## src/rtl/bus_arbit_pkg.sv

```systemverilog
// Shared definitions for the round-robin bus arbiter.
// Holds master count, id/counter widths, default hold limit, the
// per-cycle arbitration decision enum and the owner+PARK state encoding.
package bus_arbit_pkg;

  localparam int NUM_MASTERS      = 4;
  localparam int ID_W             = 2;
  localparam int CNT_W            = 8;
  localparam int MAX_HOLD_DEFAULT = 8;

  // Registered state is {park flag, owner id}; these are the flag values.
  localparam logic            PARK_FLAG_OWN  = 1'b0;
  localparam logic            PARK_FLAG_PARK = 1'b1;
  localparam logic [ID_W-1:0] RESET_OWNER    = 2'd0;

  // Decision taken each cycle from the current state and sampled requests.
  typedef enum logic [1:0] {
    ST_OWN           = 2'd0,
    ST_HANDOVER_EVAL = 2'd1,
    ST_PARK          = 2'd2
  } arb_state_e;

  // Binary master id to one-hot grant vector.
  function automatic logic [NUM_MASTERS-1:0] id_to_onehot(input logic [ID_W-1:0] id);
    return 4'b0001 << id;
  endfunction

endpackage

```

## src/rtl/bus_rr_pick.sv

```systemverilog
// Rotating-priority search for the next bus owner.
// Ports:
//   req     - request vector, bit i = master i
//   cur_id  - current owner; searched last-excluded, order cur_id+1..cur_id+3
//   next_id - first requester found in that order (cur_id when none)
//   found   - 1 when some master other than cur_id is requesting
module bus_rr_pick
  import bus_arbit_pkg::*;
(
  input  logic [NUM_MASTERS-1:0] req,
  input  logic [ID_W-1:0]        cur_id,
  output logic [ID_W-1:0]        next_id,
  output logic                   found
);

  logic [ID_W-1:0] idx_s;

  // Walk from the farthest candidate to the nearest so the nearest requester wins.
  always_comb begin
    next_id = cur_id;
    found   = 1'b0;
    idx_s   = cur_id;
    for (int k = NUM_MASTERS - 1; k >= 1; k--) begin
      idx_s   = cur_id + ID_W'(k);
      next_id = req[idx_s] ? idx_s : next_id;
      found   = found | req[idx_s];
    end
  end

endmodule

```

## src/rtl/bus_rr_arbiter.sv

```systemverilog
// Four-master round-robin bus arbiter with a per-owner hold limit.
// The bus is always granted to exactly one master; it parks on the last
// owner when nobody else wants it.
// Ports:
//   clk      - system clock, rising edge
//   reset_n  - asynchronous active-low reset (parks on M0)
//   M_req    - level-sensitive requests, bit i = master i
//   M_grant  - registered one-hot grant
//   grant_id - registered binary id of the granted master
//   hold_cnt - registered count of cycles the owner has held with request high
//   preempt  - one-cycle pulse on the first cycle of a limit-forced handover
module bus_rr_arbiter
  import bus_arbit_pkg::*;
#(
  parameter int MAX_HOLD = MAX_HOLD_DEFAULT
) (
  input  logic                   clk,
  input  logic                   reset_n,
  input  logic [NUM_MASTERS-1:0] M_req,
  output logic [NUM_MASTERS-1:0] M_grant,
  output logic [ID_W-1:0]        grant_id,
  output logic [CNT_W-1:0]       hold_cnt,
  output logic                   preempt
);

  localparam logic [CNT_W-1:0] HOLD_LIMIT = CNT_W'(MAX_HOLD - 1);

  logic [ID_W-1:0]        owner_r;
  logic                   park_r;
  logic [NUM_MASTERS-1:0] grant_r;
  logic [CNT_W-1:0]       hold_cnt_r;
  logic                   preempt_r;

  logic [ID_W-1:0]        pick_id_s;
  logic                   pick_found_s;
  logic                   own_req_s;
  logic                   at_limit_s;
  arb_state_e             eval_s;
  logic [ID_W-1:0]        next_owner_s;
  logic                   next_park_s;
  logic [CNT_W-1:0]       next_cnt_s;
  logic                   next_preempt_s;

  bus_rr_pick u_pick (
    .req     (M_req),
    .cur_id  (owner_r),
    .next_id (pick_id_s),
    .found   (pick_found_s)
  );

  // Next-state decision: keep, hand over (voluntary or forced), or park.
  always_comb begin
    next_owner_s   = owner_r;
    next_park_s    = park_r;
    next_cnt_s     = hold_cnt_r;
    next_preempt_s = 1'b0;
    own_req_s      = M_req[owner_r];
    // A parked owner always has a zero count, so it can never be at the limit.
    at_limit_s     = (park_r == PARK_FLAG_OWN) && (hold_cnt_r == HOLD_LIMIT);

    if (pick_found_s && (!own_req_s || at_limit_s)) begin
      eval_s = ST_HANDOVER_EVAL;
    end else if (!own_req_s) begin
      eval_s = ST_PARK;
    end else begin
      eval_s = ST_OWN;
    end

    case (eval_s)
      ST_OWN: begin
        next_park_s = PARK_FLAG_OWN;
        next_cnt_s  = (hold_cnt_r == HOLD_LIMIT) ? HOLD_LIMIT : hold_cnt_r + 8'd1;
      end
      ST_HANDOVER_EVAL: begin
        next_owner_s   = pick_id_s;
        next_park_s    = PARK_FLAG_OWN;
        next_cnt_s     = 8'd0;
        // Owner still requesting means the limit forced it off the bus.
        next_preempt_s = own_req_s;
      end
      ST_PARK: begin
        next_park_s = PARK_FLAG_PARK;
        next_cnt_s  = 8'd0;
      end
      default: begin
        next_owner_s = RESET_OWNER;
        next_park_s  = PARK_FLAG_PARK;
        next_cnt_s   = 8'd0;
      end
    endcase
  end

  // State and output registers; reset parks the bus on M0 immediately.
  always_ff @(posedge clk or negedge reset_n) begin
    if (!reset_n) begin
      owner_r    <= RESET_OWNER;
      park_r     <= PARK_FLAG_PARK;
      grant_r    <= 4'b0001;
      hold_cnt_r <= 8'd0;
      preempt_r  <= 1'b0;
    end else begin
      owner_r    <= next_owner_s;
      park_r     <= next_park_s;
      grant_r    <= id_to_onehot(next_owner_s);
      hold_cnt_r <= next_cnt_s;
      preempt_r  <= next_preempt_s;
    end
  end

  assign M_grant  = grant_r;
  assign grant_id = owner_r;
  assign hold_cnt = hold_cnt_r;
  assign preempt  = preempt_r;

endmodule

```

## config.mk

```make
export PLATFORM = sky130hd
export DESIGN_NAME = bus_rr_arbiter
export DESIGN_NICKNAME = d
export VERILOG_FILES = /design/src/rtl/bus_arbit_pkg.sv /design/src/rtl/bus_rr_pick.sv /design/src/rtl/bus_rr_arbiter.sv
export SDC_FILE = /design/constraint.sdc
export NUM_CORES = 1
export LEC_CHECK = 0
export CORE_UTILIZATION = 52
export DETAILED_ROUTE_END_ITERATION = 10
export GPL_TIMING_DRIVEN = 0
export PLACE_DENSITY_LB_ADDON = 0.08
export SKIP_LAST_GASP = 1
export SYNTH_ARGS = -nofsm -noshare
export SYNTH_HDL_FRONTEND = slang
export SYNTH_SLANG_ARGS = --single-unit
```

## constraint.sdc

```tcl
create_clock -name clk -period 4.12 [get_ports clk]
set_clock_uncertainty 0.05 [all_clocks]
set_input_delay 0.412 -clock clk [delete_from_list [all_inputs] [get_ports clk]]
set_output_delay 0.412 -clock clk [all_outputs]
set_load 0.03 [all_outputs]
```

==> key figures, run 1 <==
Outcome
  • Status: finished with violations
  • Failing checks: design-rule violations

Setup path
  • Crit path required time: 4.22 ns
  • Worst Setup Start Kind: flop
  • Critical Path AT: 2.37 ns
  • CP Class: flop to flop
  • Worst setup EP type: flop
  • Critical Path Fanout Max: 5

Final layout
  • Most frequent cells in the layout: clkdlybuf4s50_1, dfrtp_1, nand2_1, nor2_1
  • N_diodes: 0
  • Fillers: between 100 and 150
  • Fin area: 0.001154 mm^2
  • Layout cells sized above 1: around a tenth
  • Nets: approximately 120
  • Layout area overhead: 28.59%
  • Sequential cell area: between 400 and 500 um^2
  • Multi-input logic area: around 470 um^2
  • Most common cell after layout, fill and taps aside: clkdlybuf4s50_1

Pwr
  • VDD IR-drop max: ~0.00038 V
  • Clock power frac: between 10% and 20%
  • Switching Power: approximately 0.34 mW
  • Logic pwr share: about 57%
  • Leakage power: between 0.4 and 0.5 nW
  • Int Pwr: about 0.46 mW
  • Flop pwr share: about 30%
  • Pwr per Cell Area: between 600 and 700 mW/mm^2
  • Switching Fraction: a little over two fifths

GRT
  • Total gr overflow: 0
  • Gr usage total: 23.00%
  • Global-route wire length before repair: about 3300 um
  • Antenna violations before repair: 0
  • Number of global-route vias before repair: ~770
  • Largest net degree at the start of global routing: 17

Die
  • Die Width: about 44 um
  • Die area: between 0.0015 and 0.002 mm^2
  • # rows: 14
  • Starting Density: a little under three fifths
  • Die Span Y: between 40 and 50 um
  • I/O pin cnt: 21
  • Core Area: around 0.0016 mm^2

Logic synthesis
  • Yosys reg bits: 16
  • Mapped Cells: 90
  • Syn nets: slightly below 100
  • Sequential share of the synthesized area: between 40% and 50%
  • EDFF count, synth: 0
  • Number of distinct library cells after synthesis: 35
  • Syn avg cell area: roughly 10 um^2
  • Ys async rst share: 100.0%
  • Yosys Warn Count: 0
  • Top_reg_cell synth: dfrtp_1
  • Post-Syn Area: approximately 900 um^2

Place
  • IO buf count: 20
  • Dpl cell area: ~0.0011 mm^2
  • RePlAce Congestion: ~0.81
  • DPL Wire Length: ~1400 um

Route
  • Vias per Instance: approximately 6.1
  • Routed Antenna Nets: 0
  • Vias post-DR: 796
  • Drt pass-1 iters: 7
  • WL/cell: approximately 14 um
  • DR iter-0 viols: 23
  • Residual DRC count: 2
  • Drt total wl: 1880 um

STA
  • Fin crit period: 2.272 ns
  • Slew HR: between 50 and 60%
  • # setup viols final: 0
  • Period utilization: between 50% and 60%
  • Least-Margin Pin Slew: roughly 0.7 ns
  • Fin. Hold Viols: 0
  • Fin. max-slew vios: 0
  • RSZ-0062 raised after global routing: false
  • Setup TNS: 0 ns
  • Fmax: 440.1 MHz

Worst hold path
  • Hold crit path type: input pin to async pin

Clock network
  • Setup repair bufs after CTS: 0
  • H-Tree Level Count: 1
  • Clock sinks: 16
  • Post_cts resized: 0
  • CTS tree: yes
  • Clk_lat worst skew: 0.28 ns
  • Clock buffer depth: 2
  • Root Buffer: clkbuf_4
  • Worst-path clk slew: about 0.090 ns
  • CTS Buf Count: 3
  • Post-CTS Hold Fix Bufs: 0

Flow run
  • Max cap viols: 0
## registers in the layout, summed over array words and instances (netlist names)
signal and count:
grant_id 2, park_r 1, hold_cnt 8, M_grant 4, preempt 1
## through the flow
stage / hold slack (ns) / util, % / cells / power [mW] / setup slack (ns)
5_1_grt: 0.5337 / 74.00 / 130 / 0.8592 / 1.655
4_1_cts: 0.5113 / 74.00 / 130 / 0.8059 / 1.855
6_report: 0.4925 / 74.00 / 130 / 0.8028 / 1.848
3_3_place_gp: 0.4668 / 71.67 / 126 / 0.6840 / 1.789
3_5_place_dp: 0.5001 / 71.67 / 126 / 0.7032 / 1.773
2_1_floorplan: 0.06641 / - / 90 / 0.5589 / 1.861
## worst max-delay path: stages (launching register included)
cell and delay, ns:
dfrtp_1 0.43, ha_1 0.23, or4b_4 0.49, or3_1 0.44
o31ai_1 0.42, a21oi_1 0.09
## cells in the mapped netlist, types with 3 or more instances
cell       n  area share, %
xnor2_1    3            2.9
and3_1     3            2.1
a21oi_1    6            3.3
nor2_1     7            2.9
mux2i_1    4            4.5
nand3_1    6            3.3
nand2b_1   3            2.1
nand2_1    7            2.9
a31oi_1    4            2.8
xor2_1     4            3.9
dfrtp_1   14             39
## power groups by stage
| stage | combinational [mW] | sequential [mW] | clock [mW] |
|---|---|---|---|
| 6_report | 0.456 | 0.244 | 0.103 |
| 5_1_grt | 0.497 | 0.252 | 0.110 |
| 4_1_cts | 0.455 | 0.245 | 0.105 |
| 3_5_place_dp | 0.455 | 0.248 | 0 |
| 3_3_place_gp | 0.440 | 0.244 | 0 |
| 2_1_floorplan | 0.238 | 0.321 | 0 |
## final timing paths
check / from / end / slack (ns) / cells after the start
setup / recovery: hold_cnt[0] / hold_cnt[0] / 1.85 / 5
hold / removal: reset_n / hold_cnt[2] / 0.49 / 1
setup reg to reg: hold_cnt[0] / hold_cnt[0] / 1.85 / 5
hold reg to reg: hold_cnt[0] / hold_cnt[0] / 0.51 / 1
max in group asynchronous: reset_n / grant_id[1] / 3.09 / 1
min in group clk: hold_cnt[0] / hold_cnt[0] / 0.51 / 1
## area by class of cell
| type | count | area share (%) |
|---|---|---|
| tap | 16 | 1.735 |
| multi-input combinational | 69 | 40.89 |
| timing repair buffer | 20 | 17.35 |
| buffer | 3 | 1.302 |
| sequential | 16 | 34.92 |
| inverter | 2 | 0.6508 |
| clock buffer | 4 | 3.145 |
## cells by family (layout without fill, tap and decap cells)
group | count (synthesis) | count (layout) | synth area share [%]
buffers and inverters | 5 | 29 | 2.510
XOR/XNOR | 7 | 7 | 6.834
AND/OR/NAND/NOR | 34 | 34 | 19.81
AO/OA/AOI/OAI | 22 | 22 | 17.57
multiplexers | 5 | 5 | 6.974
adder cells (fa/ha/maj) | 1 | 1 | 1.394
flip-flops | 16 | 16 | 44.91
## metal layers
| layer | routed length, um | up-vias | track usage [%] |
|---|---|---|---|
| li1 | - | 376 | - |
| met1 | 752 | 395 | 26.22 |
| met2 | 1040 | 21 | 43.64 |
| met3 | 71 | 4 | 3.750 |
| met4 | 17 | 0 | 6.875 |
| met5 | 0 | - | 0 |
Power figures use the tool's default switching activity.
==> inputs of run 2 (changes only) <==
--- a/config.mk
+++ b/config.mk
@@ -5,7 +5,7 @@
 export SDC_FILE = /design/constraint.sdc
 export NUM_CORES = 1
 export LEC_CHECK = 0
-export CORE_UTILIZATION = 52
+export CORE_UTILIZATION = 48
 export DETAILED_ROUTE_END_ITERATION = 10
 export GPL_TIMING_DRIVEN = 0
 export PLACE_DENSITY_LB_ADDON = 0.08
==> constraint.sdc (replaced) <==
create_clock -name clk -period 2.32 [get_ports clk]
set_clock_uncertainty 0.05 [all_clocks]
set_input_delay 0.232 -clock clk [delete_from_list [all_inputs] [get_ports clk]]
set_output_delay 0.232 -clock clk [all_outputs]
set_load 0.03 [all_outputs]
==> run 2 against run 1 <==
  * The run now ends clean
  * Combinational power rose by 82%
  * Register-to-register slack got worse by 1.7 ns
  * Final area increased by 1.8%
  * Sequential share of layout area is 0.63 points lower
  * Hold slack lost 0.19 ns
  * Via count shrank 4.4%
==> key figures, run 2 (synthesized netlist as in run 1, its figures left out) <==
STA
  • # setup viols final: 0
  • Least-Margin Pin Slew: 0.6845 ns
  • Slew HR: 54.22%
  • Fin crit period: 2.177 ns
  • RSZ-0062 raised after global routing: false
  • Final hold slack: about 0.31 ns
  • Setup TNS: 0 ns
  • Fmax: approximately 460 MHz
  • Fin. max-slew vios: 0
  • Period utilization: a little over nine tenths
  • Fin. Hold Viols: 0

Final layout
  • Post-route insts no fill: 139
  • Fillers: 151
  • Sequential cell area: 402.9 um^2
  • Layout area overhead: 30.96%
  • Multi-input logic area: slightly below 500 um^2
  • Most frequent cells in the layout: clkdlybuf4s50_1, dfrtp_1, nand2_1, nor2_1
  • N_diodes: 0
  • Nets: roughly 120
  • Layout cells sized above 1: around 11%
  • Largest register FFs: 8
  • Most common cell after layout, fill and taps aside: clkdlybuf4s50_1

Setup path
  • R2R Setup Slk: around 0.14 ns
  • Critical path cell sequence: ha_1 > or4b_4 > o41ai_4 > and3_1 > buf_4 > nand3_1 > mux2i_1
  • Worst R2R Start: hold_cnt[0]
  • Critical Path AT: ~2.3 ns
  • Worst Setup Start Kind: flop
  • Worst-case reg-to-reg path depth: 7
  • CP max stage cell: or4b_4
  • Worst R2R End: M_grant[2]
  • CP delay by family, top: simple AND/OR/NAND/NOR gates
  • Worst setup EP type: flop
  • Crit path buf inv count: 1
  • CP Class: flop to flop
  • Crit path required time: 2.47 ns
  • Critical Path Fanout Max: 7
  • Worst path max stage delay: approximately 0.50 ns

Route
  • Vias per Instance: between 5 and 6
  • Vias post-DR: 761
  • Drt pass-1 iters: 4
  • Residual DRC count: 0
  • WL/cell: 12.31 um
  • Routed Antenna Nets: 0
  • Drt total wl: approximately 1700 um
  • DR iter-0 viols: 14

Worst hold path
  • Hold crit path type: input pin to async pin

Flow run
  • Max cap viols: 0

Clock network
  • Clock buffer depth: 2
  • H-Tree Level Count: 1
  • Post-CTS Hold Fix Bufs: 0
  • Worst-path clk slew: 0.09 ns
  • CTS tree: yes
  • Root Buffer: clkbuf_4
  • Clk_lat worst skew: ~0.28 ns
  • CTS Buf Count: 3
  • Clock sinks: 16

Place
  • DPL Wire Length: roughly 1300 um
  • DP Cell Count: between 100 and 150
  • IO buf count: 20
  • RePlAce Congestion: approximately 0.76

GRT
  • Antenna violations before repair: 0
  • Largest net degree at the start of global routing: 17
  • Global-route wire length before repair: 2670 um
  • Total gr overflow: 0
  • Gr usage total: 18.21%
  • Number of global-route vias before repair: 635

Die
  • Die Span Y: around 45 um
  • Die Width: roughly 45 um
  • Die area: approximately 0.002 mm^2
  • Starting Density: ~51%
  • I/O pin cnt: 21
  • Core Area: about 0.0017 mm^2
  • # rows: 15

Pwr
  • VDD IR-drop max: between 0.0007 and 0.0008 V
  • Pwr per Cell Area: roughly 1200 mW/mm^2
  • Leakage power: a little under 0.5 nW
  • Total power: around 1.4 mW

Outcome
  • Status: finished, final reports clean
-- run 2: final cells by class --
cell class              instances  area share (%)
repair buffers                 21           17.68
multi-input cells              69           41.53
plain buffers                   3           1.278
inverters                       2          0.6390
flip-flops and latches         16           34.29
well taps                      25           2.662
clock buffers                   3           1.917
-- run 2: power by group --
group | total (mW) | internal [mW] | switching, mW
Clock | 0.143 | 0.0602 | 0.0830
Sequential | 0.429 | 0.366 | 0.0638
Combinational | 0.832 | 0.373 | 0.459
Total | 1.40 | 0.798 | 0.606
-- run 2: how the worst max path moves through the flow --
stage,start,to,slack [ns],depth (start not counted)
detailed placement,hold_cnt[0],hold_cnt[2],0.12,5
finish,hold_cnt[0],M_grant[2],0.14,7
global placement,hold_cnt[0],hold_cnt[1],0.10,5
global route,hold_cnt[0],M_grant[0],0.002,7
CTS,hold_cnt[0],M_grant[2],0.09,7
floorplan,hold_cnt[0],grant_id[0],0.06,7
-- run 2: repair_timing --
action | in CTS | in global routing
gates resized for setup | 0 | 2
endpoints found under the setup margin | 0 | 8
buffers inserted | 0 | 1
-- run 2: layer usage --
metal / wire length [um] / track usage [%]
met1: 842 / 26.85
met2: 790 / 26.09
met3: 56 / 3.600
met4: 21 / 7.273
met5: 0 / 0
-- run 2: stage by stage --
step / area (um^2) / setup WS (ns) / util, %
floorplan: 897.1 / 0.06090 / -
global placement: 1129 / 0.1012 / 64.66
detailed placement: 1129 / 0.1201 / 64.66
CTS: 1151 / 0.09399 / 65.95
global route: 1175 / 0.002333 / 67.31
finish: 1175 / 0.1428 / 67.31
==> inputs of run 3 (changes only) <==
--- a/config.mk
+++ b/config.mk
@@ -9,6 +9,7 @@
 export DETAILED_ROUTE_END_ITERATION = 10
 export GPL_TIMING_DRIVEN = 0
 export PLACE_DENSITY_LB_ADDON = 0.08
+export SETUP_SLACK_MARGIN = 0.3
 export SKIP_LAST_GASP = 1
 export SYNTH_ARGS = -nofsm -noshare
 export SYNTH_HDL_FRONTEND = slang
==> run 3 against run 2 <==
  * Die area unchanged
  * Critical path depth unchanged
  * Non-clock buffer count rose by 4
  * Fmax rose by 8.2%
  * First-iteration DRC count down 7.1%
==> key figures, run 3 (synthesized netlist as in run 1, its figures left out) <==
GRT
  • Global-route wire length before repair: 2891 um
  • Gr usage total: 19.93%
  • Largest net degree at the start of global routing: 17
  • Number of global-route vias before repair: around 640
  • Antenna violations before repair: 0
  • Total gr overflow: 0

STA
  • Fmax: approximately 500 MHz
  • Fin. max-slew vios: 0
  • Slew HR: a little over half
  • Least-Margin Pin Slew: about 0.7 ns
  • Fin. Hold Viols: 0
  • Period utilization: just under 90%
  • Setup TNS: 0 ns
  • # setup viols final: 0
  • RSZ-0062 raised after global routing: true
  • Final hold slack: 0.3013 ns
  • Final WS setup: 0.3087 ns
  • Fin crit period: 2.011 ns

Place
  • Dpl ws: between 0.1 and 0.15 ns
  • DP Cell Count: 135
  • DPL Wire Length: 1287 um
  • Dpl cell area: 0.001160 mm^2
  • IO buf count: 20
  • RePlAce Congestion: 0.8080

Clock network
  • Root Buffer: clkbuf_4
  • Clock buffer depth: 2
  • H-Tree Level Count: 1
  • Clock sinks: 16
  • Post-CTS Hold Fix Bufs: 0
  • CTS tree: yes
  • CTS Buf Count: 3
  • Clk_lat worst skew: between 0.2 and 0.3 ns
  • Worst-path clk slew: approximately 0.09 ns

Die
  • Starting Density: about 50%
  • Die area: 0.002046 mm^2
  • Die Width: 45.23 um
  • Die Span Y: ~45 um
  • # rows: 15
  • I/O pin cnt: 21
  • Core Area: 0.001745 mm^2

Setup path
  • CP most frequent cell: a31oi_1
  • CP max stage cell: or4b_4
  • Worst setup EP type: flop
  • Crit path required time: around 2.4 ns
  • Worst path max stage delay: 0.48 ns
  • Critical Path AT: between 2 and 2.5 ns
  • Worst R2R End: M_grant[1]
  • Critical path cell sequence: ha_4 > or4b_4 > o41ai_4 > buf_4 > a31oi_1 > a31oi_1 > mux2i_1
  • R2R Setup Slk: 0.31 ns
  • Worst R2R Start: hold_cnt[1]
  • CP Class: flop to flop
  • Worst Setup Start Kind: flop
  • Worst Setup EP: M_grant[1]
  • Critical Path Fanout Max: 3
  • Worst-case reg-to-reg path depth: 7
  • Start point of the critical path: hold_cnt[1]

Flow run
  • Max cap viols: 0

Final layout
  • Largest register FFs: 8
  • Post-route insts no fill: 144
  • Core Util, Final: 71.76%
  • Layout area overhead: 39.61%
  • Sequential cell area: between 400 and 500 um^2
  • Fin area: 0.001252 mm^2
  • N_diodes: 0
  • Most frequent cells in the layout: clkdlybuf4s50_1, dfrtp_1, nand2_1, nor2_1
  • Most common cell after layout, fill and taps aside: clkdlybuf4s50_1
  • Nets: 127
  • Multi-input logic area: between 500 and 600 um^2
  • Layout cells sized above 1: 19.33%
  • Fillers: around 140

Pwr
  • Total power: between 1.5 and 2 mW
  • Leakage power: approximately 0.52 nW
  • VDD IR-drop max: approximately 0.00090 V
  • Pwr per Cell Area: between 1000 and 1500 mW/mm^2

Route
  • Routed Antenna Nets: 0
  • Vias per Instance: 5.264
  • Vias post-DR: approximately 760
  • Residual DRC count: 0
  • DR iter-0 viols: 13
  • Drt pass-1 iters: 4
  • Drt total wl: about 1800 um
  • WL/cell: between 10 and 15 um

Worst hold path
  • Hold crit path type: input pin to async pin

Outcome
  • Status: finished, final reports clean
==> run 3: changes by cell type in the layout (fill, tap and decap cells not counted), sizes merged <==
cell	before	now
buf	3	7
clkbuf	4	5
==> run 3: repair_timing <==
action / CTS / global route
gates cloned: 0 / 0
setup buffers: 2 / 3
pin swaps: 0 / 1
endpoints found under the setup margin: 6 / 8
resized for setup: 0 / 4
==> run 3: worst max-delay path, delay by kind of cell (launching register included) <==
| kind | cells | cell delay (ns) |
|---|---|---|
| fa+ha+maj | 1 | 0.14 |
| buf+inv | 1 | 0.17 |
| compound gates | 3 | 0.53 |
| simple gates | 1 | 0.48 |
| mux | 1 | 0.10 |
| flops | 1 | 0.39 |
==> run 3: final cells by class <==
class / instances / area share, %
Tap cell: 25 / 2.498
Multi-Input combinational cell: 69 / 41.06
Clock buffer: 4 / 2.897
Sequential cell: 16 / 32.47
Timing Repair Buffer: 25 / 18.98
Inverter: 2 / 0.5994
Buffer: 3 / 1.499
==> run 3: layer usage <==
layer / global-route usage [%] / up-vias / share of wire, %
met5: 0 / - / 0
met4: 7.273 / 0 / 1.4
met1: 27.41 / 346 / 50
met3: 6.000 / 5 / 5.0
met2: 29.57 / 18 / 44
li1: - / 389 / -
==> run 3: power by group <==
part / internal (mW) / switching [mW] / total, mW
clock: 0.0957 / 0.0852 / 0.181
combinational: 0.413 / 0.484 / 0.897
sequential: 0.368 / 0.0651 / 0.433
total: 0.877 / 0.634 / 1.51
==> run 3: how the worst min path moves through the flow <==
stage           startpoint          end  slack [ns]  cells past startpoint
2_1_floorplan      reset_n   M_grant[1]       -0.11                      0
3_3_place_gp   hold_cnt[0]  hold_cnt[0]        0.46                      1
3_5_place_dp   hold_cnt[0]  hold_cnt[0]        0.47                      1
4_1_cts            reset_n  hold_cnt[3]        0.32                      1
5_1_grt            reset_n  hold_cnt[6]        0.35                      1
6_report           reset_n  grant_id[1]        0.30                      1
==> edit 1: new RTL, config.mk and constraints of run 2 <==
Make the reset (`reset_n`) synchronous in one clocked block. Comments in the files are not updated.
--- a/src/rtl/bus_rr_arbiter.sv
+++ b/src/rtl/bus_rr_arbiter.sv
@@ -91,7 +91,7 @@
   end
 
   // State and output registers; reset parks the bus on M0 immediately.
-  always_ff @(posedge clk or negedge reset_n) begin
+  always_ff @(posedge clk) begin
     if (!reset_n) begin
       owner_r    <= RESET_OWNER;
       park_r     <= PARK_FLAG_PARK;
Behaviour: differs if reset_n is asserted again (counterexample within 4 cycles, from zero or initial values and one cycle with reset_n low); with reset_n held inactive, the same outputs for 10 cycles.
==> edit 1 against run 2 <==
- sequential cell count stayed put
- clock power rose by 24%
- final area decreased by 2.0%
- worst setup slack got worse by 0.022 ns
- total power shrank 27%
- non-clock buffer count grew 1
- global-route usage up 1.1 points
- synthesized area increased by 2.8%
- first-iteration DRC count rose by 57%
- wire length is 7.8% higher
- critical path type unchanged
- largest power group unchanged
==> edit 1: results (changes against run 2) <==
* Hold/Removal Path Class: in -> reg
* Outcome: complete, no violations
* Post-DP Area at 1115 um2 (-1.2%)
* Netlist cell types at 40 (+14%)
* Number of port buffers at 16 (-20%)
* CP max stage delay at 0.69 ns (+0.19 ns)
* Routability cong. at 0.7960 (+4.7%)
* Vias in the first global route at 713 (+12%)
* Sequential-to-total area share from yosys stat at 34.74% (-10 points)
* Setup crit start: grant_id[1]$_SDFF_PN0_
* Vias/cell at 5.487 (+0.22%)
* Crit path arrival time at 2.35 ns (+0.02 ns)
* Post-synthesis mux area share at 4.749% (-2.2 points)
* Critical-path maximum fanout at 8 (+1)
* Synth top area cells: dfxtp_1 35%, xor2_1 4.7%, nand3_1 3.8%
* Final WS setup at 0.1209 ns (-0.02191 ns)
* Placed cell count at 150 (+11%)
* Sw Share at 38.31% (-4.8 points)
* Post-Route M1 WL at 840 um (-0.24%)
* Crit path max-delay cell type: or4b_2
* Final WL at 1845 um (+7.8%)
* Largest net degree at the start of global routing at 11 (-6)
* HPWL after DPL at 1400 um (+10%)
* WL met3 at 45 um (-20%)
* Final nets at 137 (+11%)
* Xor and xnor area share after synthesis at 6.649% (-0.19 points)
* First-pass GRT wire length at 2925 um (+9.6%)
* Avg WL per Cell at 11.98 um (-2.7%)
* Internal Power at 0.6345 mW (-21%)
* Post-synthesis compound-gate area fraction at 15.60% (-2.0 points)
* GRT Total Usage at 19.28% (+1.1 points)
* Combinational share of power at 49.8% (-9.4 points)
* Fin Hold WS at 0.3201 ns (+0.01319 ns)
* FF-to-FF path depth at 6 (-1)
* Syn nets at 116 (+20%)
* Synth top cells by count: 16 x dfxtp_1, 9 x nor2_1, 7 x clkbuf_1, 7 x nand3_1
* M3 GR Usage at 3.571% (-0.029 points)
==> edit 1: cell types whose count changed after synthesis, moves of 2 or more <==
cell | run 2 | this run
and3_2 | 0 | 2
clkbuf_1 | 1 | 7
dfrtp_1 | 14 | 0
dfstp_2 | 2 | 0
dfxtp_1 | 0 | 16
mux2i_1 | 4 | 1
nand4b_1 | 0 | 2
nor2_1 | 7 | 9
nor2b_1 | 2 | 0
o21a_1 | 2 | 0
o21ai_0 | 2 | 5
or3_1 | 1 | 4
==> edit 1: cell type report <==
cell class | count | area, um2
Fill cell | 185 | 613.1
Multi-Input combinational cell | 81 | 549.3
Sequential cell | 16 | 320.3
Timing Repair Buffer | 16 | 160.2
Buffer | 9 | 42.54
Clock buffer | 4 | 36.28
Tap cell | 25 | 31.28
Inverter | 3 | 11.26
==> edit 2: new RTL, flow settings as in run 2 <==
Made on the original files. The package constant `ID_W` goes from 2 to 4.
--- a/src/rtl/bus_arbit_pkg.sv
+++ b/src/rtl/bus_arbit_pkg.sv
@@ -4,7 +4,7 @@
 package bus_arbit_pkg;
 
   localparam int NUM_MASTERS      = 4;
-  localparam int ID_W             = 2;
+  localparam int ID_W             = 4;
   localparam int CNT_W            = 8;
   localparam int MAX_HOLD_DEFAULT = 8;
 
Ports: changed (resized grant_id); port bits go from 21 to 23. No check against the original RTL was run, so the function may have changed too.
==> edit 2 against run 2 <==
- the run now ends with setup timing left
- synthesized area rose by 29%
- total power rose by 86%
- critical path depth rose by 2
- sequential share of layout area fell by 6.7 points
- final cell count rose by 21%
- via count rose by 23%
- sequential cell count rose by 2
- count of clock-buffer cells in the layout rose by 1
- final area rose by 40%
- sequential power rose by 15%
- worst setup slack got worse by 0.30 ns
- wire length rose by 55%
- hold slack improved by 0.019 ns
==> edit 2: results (changes against run 2) <==
* Outcome: finished with violations
* Failing checks: setup timing
* Final setup viols at 5 (+5)
* Post-DP Area at 1464 um2 (+30%)
* Syn nets at 114 (+18%)
* Final WS setup at -0.1615 ns (-0.3043 ns)
* Netlist cell types at 45 (+29%)
* Layout cells sized above 1 at 34.29% (+23 points)
* Setup TNS at -0.6286 ns (-0.6286 ns)
* Non-Filler Instances at 168 (+21%)
* Drt initial violations at 30 (+16)
* Relative slew slack at 48.15% (-6.1 points)
* Met1 Use GR at 30.08% (+3.2 points)
* Crit path max-delay cell type: mux4_2
* FF-to-FF path depth at 9 (+2)
* Largest delay contributor family on the critical path: multiplexers
* Area Growth Syn to Fin at 42.38%
* GR Layer Usage met2 at 33.77% (+7.7 points)
* Vias at 939 (+23%)
* Synth top area cells: dfrtp_1 35%, mux4_2 7.8%, ha_1 5.4%
* Static Leak at 0.6721 nW (+37%)
* Maximum VDD drop at 1366 uV (+88%)
* HPWL after DPL at 1766 um (+39%)
* CP max stage delay at 0.55 ns (+0.05 ns)
* Number of port buffers at 22 (+10%)
* Placed cell count at 153 (+13%)
* GRT Total Usage at 21.82% (+3.6 points)
* Largest net degree at the start of global routing at 19 (+2)
* M3 GR Usage at 5.952% (+2.4 points)
* DP Worst Slack at -0.3928 ns (-0.5129 ns)
* P_sw at 1.178 mW (+94%)
-- edit 2: timing repair --
item,4_1_cts,5_1_grt
pin swaps,4,7
endpoints found under the setup margin,11,6
buffers inserted,8,4
resized for setup,7,6
-- edit 2: cell families (layout without fill, tap and decap cells) --
logic type / Yosys count / after routing / synth area share [%]
DFF: 18 / 18 / 39.13
muxes: 8 / 8 / 11.24
buffers and inverters: 7 / 44 / 2.919
AOI/OAI and AO/OA: 23 / 23 / 15.35
and+or+nand+nor: 35 / 35 / 20.00
xor gates and xnor gates: 7 / 7 / 5.947
adders and majority gates: 5 / 5 / 5.405
-- edit 2: cell type report --
type / instances / share of cell area, %
buffer: 1 / 0.9112
inverter: 5 / 1.291
sequential: 18 / 27.64
clock buffer: 4 / 2.202
multi-input combinational: 78 / 46.77
timing repair buffer: 34 / 19.06
tap: 28 / 2.126
-- edit 2: worst register-to-register path: stages, from the launching register on --
cell	delay [ns]
dfrtp_2	0.39
buf_8	0.11
inv_4	0.03
ha_4	0.29
mux4_2	0.56
buf_6	0.14
nor3b_4	0.15
o31ai_4	0.29
a21oi_4	0.12
nor4bb_2	0.27
-- edit 2: metal layers --
| layer | wire [um] | part of all wire [%] |
|---|---|---|
| met2 | 1246 | 47 |
| met1 | 1265 | 48 |
| met5 | 0 | 0 |
| met3 | 115 | 4.3 |
| met4 | 28 | 1.1 |
-- edit 2: power groups by stage --
stage	clock, mW	sequential (mW)	combinational, mW
4_1_cts	0.201	0.484	1.75
3_5_place_dp	0	0.521	1.51
3_3_place_gp	0	0.518	1.48
6_report	0.190	0.495	1.92
5_1_grt	0.206	0.508	2.06
2_1_floorplan	0	0.654	1.02
